### config.mk
export PLATFORM = sky130hd
export DESIGN_NAME = freq_synth
export DESIGN_NICKNAME = d
export VERILOG_FILES = /design/src/rtl/freq_pkg.sv /design/src/rtl/freq_nco_core.sv /design/src/rtl/freq_synth.sv
export SDC_FILE = /design/constraint.sdc
export NUM_CORES = 1
export LEC_CHECK = 0
export BUFFER_PORTS_ARGS = -buffer_cell sky130_fd_sc_hd__buf_2
export CAP_MARGIN = 20
export CORE_MARGIN = 2
export CORE_UTILIZATION = 30
export CTS_CLUSTER_DIAMETER = 60
export DETAILED_ROUTE_END_ITERATION = 7
export GPL_ROUTABILITY_DRIVEN = 1
export GPL_TIMING_DRIVEN = 0
export PLACE_DENSITY = 0.43
export SYNTH_ARGS = -nofsm -noshare
export SYNTH_HDL_FRONTEND = slang
export SYNTH_SLANG_ARGS = --single-unit
### constraint.sdc
create_clock -name clk -period 11.9 [get_ports clk]
set_clock_uncertainty 0.05 [all_clocks]
set_input_delay 0 -clock clk [delete_from_list [all_inputs] [get_ports clk]]
set_output_delay 0 -clock clk [all_outputs]
set_load 0.05 [all_outputs]
### src/rtl/freq_pkg.sv
// freq_pkg: shared types, defaults and helpers for the frequency synthesizer.
//   WINDOW_DEFAULT : gate window length in clk cycles (1 ms at 100 MHz)
//   state_t        : synthesizer state (IDLE = output parked low, RUN = toggling)
//   clamp_freq()   : saturates a requested frequency to the largest legal value
package freq_pkg;

  localparam int WINDOW_DEFAULT = 100000;

  typedef enum logic {
    IDLE = 1'b0,
    RUN  = 1'b1
  } state_t;

  // Works on 64-bit operands so any FREQ_W up to 64 can share it; callers
  // zero-extend their operands and take the low bits of the result.
  function automatic logic [63:0] clamp_freq(input logic [63:0] f,
                                             input logic [63:0] max_f);
    return (f > max_f) ? max_f : f;
  endfunction

endpackage

### src/rtl/freq_nco_core.sv
// freq_nco_core: Bresenham-style accumulator that produces the square wave.
//   clk     in  1         system clock
//   rst     in  1         asynchronous active-high reset
//   step    in  FREQ_W+1  increment per cycle (2 * frequency)
//   clear   in  1         force acc and sig_out to 0 (window boundary / disabled)
//   run     in  1         accumulate and toggle; when low acc and sig_out stay 0
//   sig_out out 1         registered square wave
module freq_nco_core #(
  parameter int WINDOW = 100000,
  parameter int FREQ_W = 32
) (
  input  logic              clk,
  input  logic              rst,
  input  logic [FREQ_W:0]   step,
  input  logic              clear,
  input  logic              run,
  output logic              sig_out
);

  localparam logic [FREQ_W:0]   WIN_EXT = (FREQ_W+1)'(WINDOW);
  localparam logic [FREQ_W-1:0] WIN_LO  = FREQ_W'(WINDOW);

  logic [FREQ_W-1:0] acc_reg, acc_next;
  logic              sig_reg, sig_next;
  logic [FREQ_W:0]   sum;

  // The sum is one bit wider than acc so the compare never overflows.
  assign sum = {1'b0, acc_reg} + step;

  always_comb begin
    acc_next = acc_reg;
    sig_next = sig_reg;
    if (clear || !run) begin
      acc_next = '0;
      sig_next = 1'b0;
    end else if (sum >= WIN_EXT) begin
      // Result is below WINDOW, so modular arithmetic on the low bits is exact.
      acc_next = sum[FREQ_W-1:0] - WIN_LO;
      sig_next = ~sig_reg;
    end else begin
      acc_next = sum[FREQ_W-1:0];
    end
  end

  always_ff @(posedge clk or posedge rst) begin
    if (rst) begin
      acc_reg <= '0;
      sig_reg <= 1'b0;
    end else begin
      acc_reg <= acc_next;
      sig_reg <= sig_next;
    end
  end

  assign sig_out = sig_reg;

endmodule

### src/rtl/freq_synth.sv
// freq_synth: square-wave synthesizer emitting exactly cur_freq rising edges
// per WINDOW-cycle gate window.
//   clk          in  1       system clock
//   rst          in  1       asynchronous active-high reset
//   en           in  1       run enable
//   freq_in      in  FREQ_W  requested edges per window
//   freq_load    in  1       strobe capturing freq_in into the pending slot
//   freq_busy    out 1       pending value not yet applied
//   freq_clamped out 1       pulse: last captured freq_in exceeded MAX_FREQ
//   cur_freq     out FREQ_W  frequency in effect for the current window
//   window_tick  out 1       pulse on the last cycle of each window
//   active       out 1       state == RUN
//   sig_out      out 1       synthesized square wave (registered)
module freq_synth
  import freq_pkg::*;
#(
  parameter int WINDOW = WINDOW_DEFAULT,
  parameter int FREQ_W = 32
) (
  input  logic              clk,
  input  logic              rst,
  input  logic              en,
  input  logic [FREQ_W-1:0] freq_in,
  input  logic              freq_load,
  output logic              freq_busy,
  output logic              freq_clamped,
  output logic [FREQ_W-1:0] cur_freq,
  output logic              window_tick,
  output logic              active,
  output logic              sig_out
);

  localparam int              CW       = $clog2(WINDOW);
  localparam logic [CW-1:0]   LAST_CNT = CW'(WINDOW - 1);
  localparam logic [FREQ_W-1:0] MAX_FREQ = FREQ_W'((WINDOW - 1) / 2);

  state_t            state_reg, state_next;
  logic [CW-1:0]     win_cnt_reg, win_cnt_next;
  logic [FREQ_W-1:0] pend_freq_reg, pend_freq_next;
  logic [FREQ_W-1:0] cur_freq_reg, cur_freq_next;
  logic              busy_reg, busy_next;
  logic              clamped_reg, clamped_next;
  logic              tick;
  logic [63:0]       clamped_wide;

  // Gated by en so a window cannot end in a disabled cycle.
  assign tick = en && (win_cnt_reg == LAST_CNT);

  assign clamped_wide = clamp_freq(64'(freq_in), 64'(MAX_FREQ));

  // Window counter, load/pending and frequency update.
  always_comb begin
    win_cnt_next   = win_cnt_reg + CW'(1);
    pend_freq_next = pend_freq_reg;
    busy_next      = busy_reg;
    cur_freq_next  = cur_freq_reg;
    clamped_next   = freq_load && (freq_in > MAX_FREQ);

    if (!en || tick)
      win_cnt_next = '0;

    if (tick && busy_reg) begin
      cur_freq_next = pend_freq_reg;
      busy_next     = 1'b0;
    end

    // A load in the boundary cycle lands after the swap above, so it stays
    // pending until the following boundary.
    if (freq_load) begin
      pend_freq_next = clamped_wide[FREQ_W-1:0];
      busy_next      = 1'b1;
    end
  end

  // State register.
  always_ff @(posedge clk or posedge rst) begin
    if (rst) begin
      state_reg     <= IDLE;
      win_cnt_reg   <= '0;
      pend_freq_reg <= '0;
      cur_freq_reg  <= '0;
      busy_reg      <= 1'b0;
      clamped_reg   <= 1'b0;
    end else begin
      state_reg     <= state_next;
      win_cnt_reg   <= win_cnt_next;
      pend_freq_reg <= pend_freq_next;
      cur_freq_reg  <= cur_freq_next;
      busy_reg      <= busy_next;
      clamped_reg   <= clamped_next;
    end
  end

  // Next-state logic: state changes only at a boundary or on disable.
  always_comb begin
    state_next = state_reg;
    if (!en)
      state_next = IDLE;
    else if (tick)
      state_next = (cur_freq_next == '0) ? IDLE : RUN;
  end

  // Output logic.
  always_comb begin
    active = (state_reg == RUN);
  end

  freq_nco_core #(
    .WINDOW (WINDOW),
    .FREQ_W (FREQ_W)
  ) u_core (
    .clk     (clk),
    .rst     (rst),
    .step    ({cur_freq_reg, 1'b0}),
    .clear   (tick || !en),
    .run     (state_reg == RUN),
    .sig_out (sig_out)
  );

  assign freq_busy    = busy_reg;
  assign freq_clamped = clamped_reg;
  assign cur_freq     = cur_freq_reg;
  assign window_tick  = tick;

endmodule
==> impl_summary.md, run 1 <==
Synth
A synthesized cell averages 8.572 um^2. The total standard cell area after synthesis is 7432 um^2. In this run, distinct cell masters in the synthesized netlist total 72.

Of the synthesized area, sequential elements account for 0.3906. After synthesis, the most frequently instantiated cells are sky130_fd_sc_hd__nand2_1 (158), sky130_fd_sc_hd__dfrtp_1 (116), sky130_fd_sc_hd__nor2_1 (66). Yosys attributes the largest share of cell area to sky130_fd_sc_hd__dfrtp_1 (39%), sky130_fd_sc_hd__nand2_1 (8.0%), sky130_fd_sc_hd__ha_1 (5.6%).

The most used flip-flop cell after synthesis is sky130_fd_sc_hd__dfrtp_1. In this run, synthesis inferred 0 flip-flops with an integrated enable. The synthesis-stage register bit count is 116. The number of standard cells after synthesis is 867.

The share of synthesized area in the top cell type comes to 0.3906. The largest total area in the synthesized netlist belongs to sky130_fd_sc_hd__dfrtp_1. The share of flip-flops with an asynchronous set or reset after synthesis is 1.000.

The number of nets handed over by synthesis was 937. The cell with the most instances after synthesis is sky130_fd_sc_hd__nand2_1. The warning count from the yosys run is 0.

Detailed routing
For this run, the detailed router's first-pass iteration total came to 5. The first routing iteration left 262 violations. The total via count in the routed design is 6767.

The post-detailed-route via-to-cell ratio is 5.080. In the final routed layout, each cell accounts on average for 17.61 um. Once detail routing completed, the nets flagged for antenna violations numbered 0. Summed over all layers, the routed wires come to 23460 um. For this run, design rule violations remaining after detail routing come to 0.

Global route
The pin count of the biggest net entering global routing is 65. In the global route stage, overall resource usage came out at 0.1850. The residual overflow from global routing is 0. The initial antenna violation count is 0. The number of global-route vias before repair is 6677. The first-pass GRT wire length is 37020 um.

Placed design
The placed instances occupy a cell area of 8225 um^2. Once detailed placement completed, the half-perimeter wirelength came to 18470 um. After detailed placement, the design holds a cell count of 1263. The quantity of I/O buffers inserted on ports is 71. At the end of routability-driven placement, the weighted congestion stood at 0.8899.

STA
The total count of max-transition violations in the final report came to 0. The share of the cycle needed by the critical path after routing is 0.3999. Headroom to the max-slew limit came out at 0.4853. The number of hold violations in the final report is 1. Timing would allow up to 210.1 MHz.

The shortest period the worst path allows is 4.759 ns. Setup violations remaining at the end of the flow were counted as 0. In the final timing run, aggregate negative setup slack is 0 ns.

The worst hold-check slack is -0.002502 ns. The transition time of the tightest slew-check pin is 0.7669 ns. Setup repair after global routing left no endpoint under its margin.

Clock network
The H-tree level count is 4. After clock tree synthesis, the setup repair step added 0 buffers. The TritonCTS clock tree is built.

The number of hold-repair buffers added at the cts stage is 38. The total clock buffers created by CTS is 17. The post-cts repair resize count is 0. No sink is reached through more buffers than the 2 on the longest clock path. The clock root buffer master is sky130_fd_sc_hd__clkbuf_16. The clock-pin slew on the worst setup and hold paths is 0.05 ns. The clock net sink count is 116. The later-pin clock latency in the skew report is 0.41 ns.

Final layout
0 antenna diodes ended up in the layout. Relative to the synthesized area, the layout overhead comes to 23.87%. The final net count is 1066. Of the cells placed in the final design, the portion with a size suffix greater than 1 is 0.1310. For this run, the number of standard cells in the final layout without fillers is 1332. The final instance area is 9206 um^2.

Worst setup path
The worst register-to-register path has a setup slack of 7.14 ns. The startpoint identified for the worst register-to-register timing path is cur_freq[0]$_DFF_PP0_. In this run the worst path has a maximum fanout of 7. Data arrives at the worst endpoint at 5.04 ns. The largest stage delay on the critical path is 0.68 ns.

Data on the critical path is required at its endpoint by 12.18 ns. STA classifies the critical path startpoint as a flip-flop. STA classifies the critical path endpoint as a flip-flop. The critical path goes through ha_1 > fa_1 > a21o_1 > a221o_2 > a21oi_4 > o21ai_0 > xnor2_1 > nand4_1 > nor4_1 > nand2b_1 > a2111oi_0 > mux2i_1. The worst register-to-register path has a depth of 12. In this run the critical register-to-register path is captured at u_core.acc_reg[30]$_DFF_PP0_. The cell at the slowest stage of the critical path is sky130_fd_sc_hd__a2111oi_0.

By startpoint and endpoint, the worst setup path is classified as flip-flop to flip-flop.

Power
The switching power summed over all nets is 0.1964 mW. Of the total power, combinational logic draws 0.030. IR analysis of the VDD net gives a maximum drop of 54.95 uV. The share of total power dissipated in sequential elements is 0.419. Summed over all cells, the static leakage comes to 4.214 nW.

The cell-internal power is 0.7507 mW. Of the total power, the share spent switching nets is 0.2073. The share of total power dissipated in the clock network is 0.551.

The power density over the cells is 102.9 nW/um^2.

Floorplan
The floorplan die area is 26050 um^2. Pin placement for this block handled 73 I/O pins. The area of the core region is 24320 um^2. The total number of placement rows is 57. For this configuration, the core starts out at a cell density of 0.3056.

The vertical die dimension is 161.4 um. The horizontal die dimension is 161.4 um.

Worst hold path
Counting instances, the worst hold path has a depth of 3. The path class of the tightest hold or removal check is primary input to flip-flop. The critical hold path startpoint is freq_load. The path with the worst hold slack has its endpoint at pend_freq_reg[0]$_DFFE_PP0P_.

Outcome
The final reports fail on hold timing. The flow ran to the end, but the final reports show violations.

Job
The max-capacitance violation count is 0.
==> how the worst max path moves through the flow <==
stage | end | slack, ns | cells past startpoint | start
global placement | u_core.acc_reg[30]$_DFF_PP0_ | 7.16 | 2 | rst
CTS | u_core.acc_reg[28]$_DFF_PP0_ | 7.20 | 13 | cur_freq[0]$_DFF_PP0_
floorplan | u_core.acc_reg[28]$_DFF_PP0_ | 7.77 | 13 | cur_freq[0]$_DFF_PP0_
finish | u_core.acc_reg[30]$_DFF_PP0_ | 7.14 | 12 | cur_freq[0]$_DFF_PP0_
global route | u_core.acc_reg[30]$_DFF_PP0_ | 6.75 | 12 | cur_freq[0]$_DFF_PP0_
detailed placement | u_core.acc_reg[28]$_DFF_PP0_ | 7.31 | 13 | cur_freq[0]$_DFF_PP0_
==> cells by family (layout without fill, tap and decap cells) <==
| group | count (synthesis) | count (layout) | share of synthesized area |
|---|---|---|---|
| multiplexers | 22 | 22 | 0.02980 |
| flip-flops | 116 | 116 | 0.3906 |
| buffers and inverters | 55 | 196 | 0.03114 |
| AO/OA/AOI/OAI | 198 | 198 | 0.1803 |
| XOR/XNOR | 37 | 37 | 0.04360 |
| AND/OR/NAND/NOR | 405 | 405 | 0.2663 |
| adder cells (fa/ha/maj) | 34 | 34 | 0.05825 |
==> power groups by stage <==
stage | Sequential (mW) | Clock, mW | Combinational, mW
final | 0.397 | 0.521 | 0.0287
after global routing | 0.397 | 0.549 | 0.0325
after CTS | 0.397 | 0.535 | 0.0297
after detailed placement | 0.404 | 0 | 0.0250
after global placement | 0.404 | 0 | 0.0235
after floorplan | 0.404 | 0 | 0.0108
==> worst max-delay path: cells and delay by family, from the launching register on <==
kind / cells / cell delay (ns)
xor+xnor: 1 / 0.51
fa+ha+maj: 2 / 0.73
flops: 1 / 0.41
mux: 1 / 0.27
compound gates: 5 / 1.73
simple gates: 3 / 0.96
==> through the flow <==
| step | worst slack (ns) | total power [mW] | utilization |
|---|---|---|---|
| 2_1_floorplan | 7.773 | 0.4149 | - |
| 3_3_place_gp | 7.159 | 0.4272 | 0.3369 |
| 3_5_place_dp | 7.306 | 0.4286 | 0.3382 |
| 4_1_cts | 7.202 | 0.9612 | 0.3786 |
| 5_1_grt | 6.750 | 0.9784 | 0.3786 |
| 6_report | 7.141 | 0.9470 | 0.3786 |
==> area by class of cell <==
type,count,area [um^2]
multi-input cells,696,4298
inverters,16,65.06
well taps,324,405.4
fillers,2515,15110
clock inverters,9,126.4
flip-flops and latches,116,2903
repair buffers,110,763.2
plain buffers,39,171.4
clock buffers,22,474.2
==> layout by cell type, fill, tap and decap left out, types with 4 or more instances in the layout <==
| master | instances |
|---|---|
| sky130_fd_sc_hd__o21ai_1 | 13 |
| sky130_fd_sc_hd__a211oi_1 | 12 |
| sky130_fd_sc_hd__nor3_1 | 14 |
| sky130_fd_sc_hd__xor2_1 | 15 |
| sky130_fd_sc_hd__nand3_1 | 36 |
| sky130_fd_sc_hd__a21oi_1 | 61 |
| sky130_fd_sc_hd__nor2b_1 | 19 |
| sky130_fd_sc_hd__clkbuf_16 | 17 |
| sky130_fd_sc_hd__and2_1 | 14 |
| sky130_fd_sc_hd__nor4_1 | 19 |
| sky130_fd_sc_hd__nand2b_1 | 8 |
| sky130_fd_sc_hd__or3_1 | 14 |
| sky130_fd_sc_hd__o211ai_1 | 12 |
| sky130_fd_sc_hd__and3_1 | 13 |
| sky130_fd_sc_hd__o21ai_0 | 35 |
| sky130_fd_sc_hd__ha_1 | 33 |
| sky130_fd_sc_hd__clkbuf_1 | 30 |
| sky130_fd_sc_hd__a2111o_1 | 4 |
| sky130_fd_sc_hd__o21a_1 | 5 |
| sky130_fd_sc_hd__and4_1 | 4 |
| sky130_fd_sc_hd__mux2i_1 | 21 |
| sky130_fd_sc_hd__clkinv_2 | 4 |
| sky130_fd_sc_hd__nand4_1 | 17 |
| sky130_fd_sc_hd__a31oi_1 | 6 |
| sky130_fd_sc_hd__nand2_1 | 158 |
| sky130_fd_sc_hd__dlygate4sd3_1 | 38 |
| sky130_fd_sc_hd__nor2_1 | 66 |
| sky130_fd_sc_hd__a21o_1 | 9 |
| sky130_fd_sc_hd__dfrtp_1 | 116 |
| sky130_fd_sc_hd__inv_1 | 15 |
| sky130_fd_sc_hd__or4_1 | 5 |
| sky130_fd_sc_hd__buf_2 | 79 |
| sky130_fd_sc_hd__xnor2_1 | 22 |
==> per-layer routing <==
metal | routed length [um] | track usage | vias to the layer above
met5 | 0 | 0 | -
met4 | 397 | 0.05966 | 0
met3 | 788 | 0.02902 | 22
met2 | 11040 | 0.3038 | 154
met1 | 11230 | 0.2500 | 3194
li1 | - | - | 3397
Power figures use the tool's default switching activity.
==> run 2: changes to the inputs <==
Settings changed: ABC_AREA set to 1, PLACE_DENSITY 0.43 to 0.44.
Clock period 11.9 ns to 4.25 ns, I/O delays scaled along.
==> run 2 against run 1 <==
The run now ends clean. Sequential power grew to 2.8 times the previous value. Clock power grew to 2.9 times the previous value. Sequential share of layout area is 3.0 points lower. Critical path depth rose by 9. Global-route usage is 0.81 points higher. Maximum frequency is 33% higher. Core utilization shrank 1.2 points. Critical path type unchanged. Largest power group unchanged.
==> impl_summary.md, run 2 <==
Power
In this run the power density over the cells is 264.5 nW/um^2. Of the total power, combinational logic draws 0.031. The sequential power share is 0.412.

The cell-internal power is 2.062 mW. The switching power summed over all nets is 0.6320 mW. The leakage component of the power is 5.389 nW. The switching fraction of total power is 0.2346.

The share of total power dissipated in the clock network is 0.557. VDD sags by at most 215.7 uV.

Synth
The share of the Yosys chip area taken by registers is 0.3425. The share of the synthesized area in the top cell type is 0.3425. The number of different library cells in the post-synthesis netlist is 39. The number of nets handed over by synthesis was 1396. The warning count from the yosys run is 0.

The commonest cells after synthesis are sky130_fd_sc_hd__nand2_1 (451), sky130_fd_sc_hd__inv_1 (241), sky130_fd_sc_hd__nor2_1 (160). The cell area that synthesis handed to floorplanning was 8476 um^2. The average instance area after synthesis is 6.392 um^2. The share of flip-flops with an asynchronous set or reset after synthesis is 1.000. Counting flops with a built-in enable in the synthesized netlist gives 0. In this run, synthesis produced a sequential element count of 116. By area the synthesized netlist is led by sky130_fd_sc_hd__dfrtp_1 (34%), sky130_fd_sc_hd__nand2_1 (20%), sky130_fd_sc_hd__inv_1 (11%). The cell with the most instances after synthesis is sky130_fd_sc_hd__nand2_1. The cell count after synthesis came out at 1326. Summed over all instances, the cell type with the most area after synthesis is sky130_fd_sc_hd__dfrtp_1.

The most frequently used flop master after synthesis is sky130_fd_sc_hd__dfrtp_1.

Worst setup path
The worst setup path is captured at a flip-flop. For the worst setup path, the data arrival time is 3.84 ns. The worst setup path is launched from a flip-flop. Data on the critical path is required at its endpoint by 4.51 ns. The critical path is of the flip-flop to flip-flop type. The maximum fanout along the worst path is 10.

The setup slack on the worst flop-to-flop path is 0.67 ns.

Final layout
The most common cell after layout, fill and taps aside is sky130_fd_sc_hd__nand2_1. Relative to the synthesized area, the layout overhead comes to 20.18%. The number of antenna diodes in the final layout is 0.

For this run, the post-layout net count is 1511. In the layout the commonest cells are sky130_fd_sc_hd__nand2_1 (451), sky130_fd_sc_hd__inv_1 (240), sky130_fd_sc_hd__nor2_1 (160). After filler insertion, the fill cell instance count of the layout stands at 3101.

After routing the design area is 10190 um^2. The ratio of cells with drive above 1 in the final layout is 0.1162.

Floorplan
The initial core utilization is 0.3051. The count of boundary I/O pins is 73. The area of the core region is 27780 um^2. In this run the core area contains 61 standard-cell rows. The vertical die dimension is 172.1 um. The floorplan die area is 29610 um^2. Measured along the x axis, the die boundary spans 172.1 um.

Detailed routing
The number of design-rule violations left by the first detailed-router iteration is 434. The detail route stage leaves a number of antenna-violating nets equal to 0. In the final routed layout, each cell accounts on average for 15.03 um. The number of iterations in the first detailed-routing pass is 7.

The post-detailed-route via-to-cell ratio is 4.466. The final wirelength is 27540 um. The total via count in the routed design is 8182. The remaining routing DRC violations is 0.

Clock network
The clock drives 116 sinks. The maximum number of buffers from clock root to sink is 2. The post-cts repair resize count is 0. The H-tree level count is 4.

Clock-pin slew was measured on the worst setup and hold paths at 0.06 ns. In this run the clock root is driven by a sky130_fd_sc_hd__clkbuf_16. The total clock buffers created by CTS is 17. TritonCTS built the clock tree. The later-pin clock latency in the skew report is 0.43 ns.

STA
Setup violations remaining at the end of the flow were counted as 0. Setup repair after global routing left no endpoint under its margin. The shortest period the worst path allows is 3.581 ns. The total count of max-transition violations in the final report is 0. The share of the cycle needed by the critical path after routing is 0.8425. The final setup slack of the worst path is 0.6692 ns. For the pin with the worst max-slew slack, the measured transition is 0.6651 ns.

The top achievable clock speed is 279.3 MHz. The number of hold violations in the final report is 0. The worst slew slack as a fraction of its limit is 0.5566.

Placed design
The HPWL after detailed placement is 22610 um. The placed instances occupy a cell area of 9336 um^2. Input and output buffers added on the ports amount to 71. At the end of routability-driven placement, the weighted congestion stood at 0.8766. OpenSTA, run right after detailed placement, puts the worst setup slack at 0.7335 ns.

Global route
The number of global-route vias before repair is 7975. The pin count of the biggest net entering global routing is 71. The initial antenna violation count is 0. Across every metal layer, demand over resource in global routing totals 0.1931.

The first global-routing pass estimated 42800 um of wire. The residual overflow from global routing is 0.

Worst hold path
In this run the worst hold path is classified as primary input to flip-flop.

Job
The max-capacitance violation count is 0.

Outcome
The flow ran to the end, and the final reports show no timing, DRC or antenna violations.
## run 2: final timing paths
| path | depth (start not counted) | to | from |
|---|---|---|---|
| max reg2reg | 21 | u_core.acc_reg[15]$_DFF_PP0_ | cur_freq[4]$_DFF_PP0_ |
| min | 6 | pend_freq_reg[5]$_DFFE_PP0P_ | freq_in[31] |
| min reg2reg | 1 | win_cnt_reg[16]$_DFF_PP0_ | win_cnt_reg[16]$_DFF_PP0_ |
| max | 21 | u_core.acc_reg[15]$_DFF_PP0_ | cur_freq[4]$_DFF_PP0_ |
| max in group asynchronous | 4 | u_core.acc_reg[10]$_DFF_PP0_ | rst |
| min in group asynchronous | 3 | win_cnt_reg[10]$_DFF_PP0_ | rst |
## run 2: power by group through the flow
stage / clock (mW) / combinational [mW] / sequential (mW)
after detailed placement: 0 / 0.0726 / 1.13
after global placement: 0 / 0.0684 / 1.13
after floorplan: 0 / 0.0336 / 1.13
after CTS: 1.53 / 0.0876 / 1.11
after global routing: 1.57 / 0.0979 / 1.11
final: 1.50 / 0.0848 / 1.11
## run 2: cells by family after synthesis
| kind of cell | count (synthesis) | share of synthesized area |
|---|---|---|
| AND/OR/NAND/NOR | 800 | 0.4101 |
| buffers and inverters | 268 | 0.1211 |
| flip-flops | 116 | 0.3425 |
| AO/OA/AOI/OAI | 91 | 0.05683 |
| adder cells (fa/ha/maj) | 34 | 0.05108 |
| XOR/XNOR | 17 | 0.01845 |
## run 2: timing repair
item | CTS | global route
buffers inserted | 0 | 0
setup endpoints to repair | 0 | 0
endpoints found under the hold margin | 89 | 0
hold buffers | 24 | 0
## run 2: cell type report
| type | instances | area (um^2) | area share |
|---|---|---|---|
| sequential | 116 | 2903 | 0.2850 |
| timing repair buffer | 96 | 623.1 | 0.06117 |
| inverter | 250 | 943.4 | 0.09262 |
| buffer | 18 | 87.58 | 0.008598 |
| multi-input combinational | 942 | 4547 | 0.4464 |
| clock buffer | 20 | 466.7 | 0.04582 |
| tap | 378 | 473.0 | 0.04643 |
| clock inverter | 12 | 142.6 | 0.01400 |
## run 2: critical path: stages, from the launching register on
cell and delay, ns:
sky130_fd_sc_hd__dfrtp_1 0.43, sky130_fd_sc_hd__ha_1 0.41, sky130_fd_sc_hd__nand2_1 0.14, sky130_fd_sc_hd__nor2_1 0.21, sky130_fd_sc_hd__nand2_1 0.10, sky130_fd_sc_hd__nand3_1 0.17
sky130_fd_sc_hd__nand2_1 0.07, sky130_fd_sc_hd__nand2_1 0.16, sky130_fd_sc_hd__ha_1 0.19, sky130_fd_sc_hd__inv_1 0.04, sky130_fd_sc_hd__nand3_1 0.10, sky130_fd_sc_hd__nand2_1 0.10
sky130_fd_sc_hd__nand3_2 0.11, sky130_fd_sc_hd__nand3_2 0.13, sky130_fd_sc_hd__nand2_4 0.14, sky130_fd_sc_hd__nand3_4 0.13, sky130_fd_sc_hd__nor2_4 0.12, sky130_fd_sc_hd__nand3_2 0.14
sky130_fd_sc_hd__buf_6 0.19, sky130_fd_sc_hd__nand2_1 0.06, sky130_fd_sc_hd__nand2_1 0.04, sky130_fd_sc_hd__nor2_1 0.23
## run 2: per-layer routing
| metal | part of all wire | GRT usage | vias up |
|---|---|---|---|
| met5 | 0 | 0 | - |
| met4 | 0.0097 | 0.04238 | 0 |
| li1 | - | - | 4298 |
| met1 | 0.49 | 0.2602 | 3739 |
| met2 | 0.47 | 0.3286 | 127 |
| met3 | 0.032 | 0.02770 | 18 |
## run 2: stage by stage
stage	utilization	power (mW)	instances	TNS (ns)	hold slack, ns
after floorplan	-	1.164	1326	0	0.1001
after global placement	0.3349	1.198	1775	-68.90	0.2243
after detailed placement	0.3361	1.202	1776	0	0.1163
after CTS	0.3666	2.731	1832	0	0.08403
after global routing	0.3666	2.775	1832	0	0.1562
final	0.3666	2.694	1832	0	0.08782
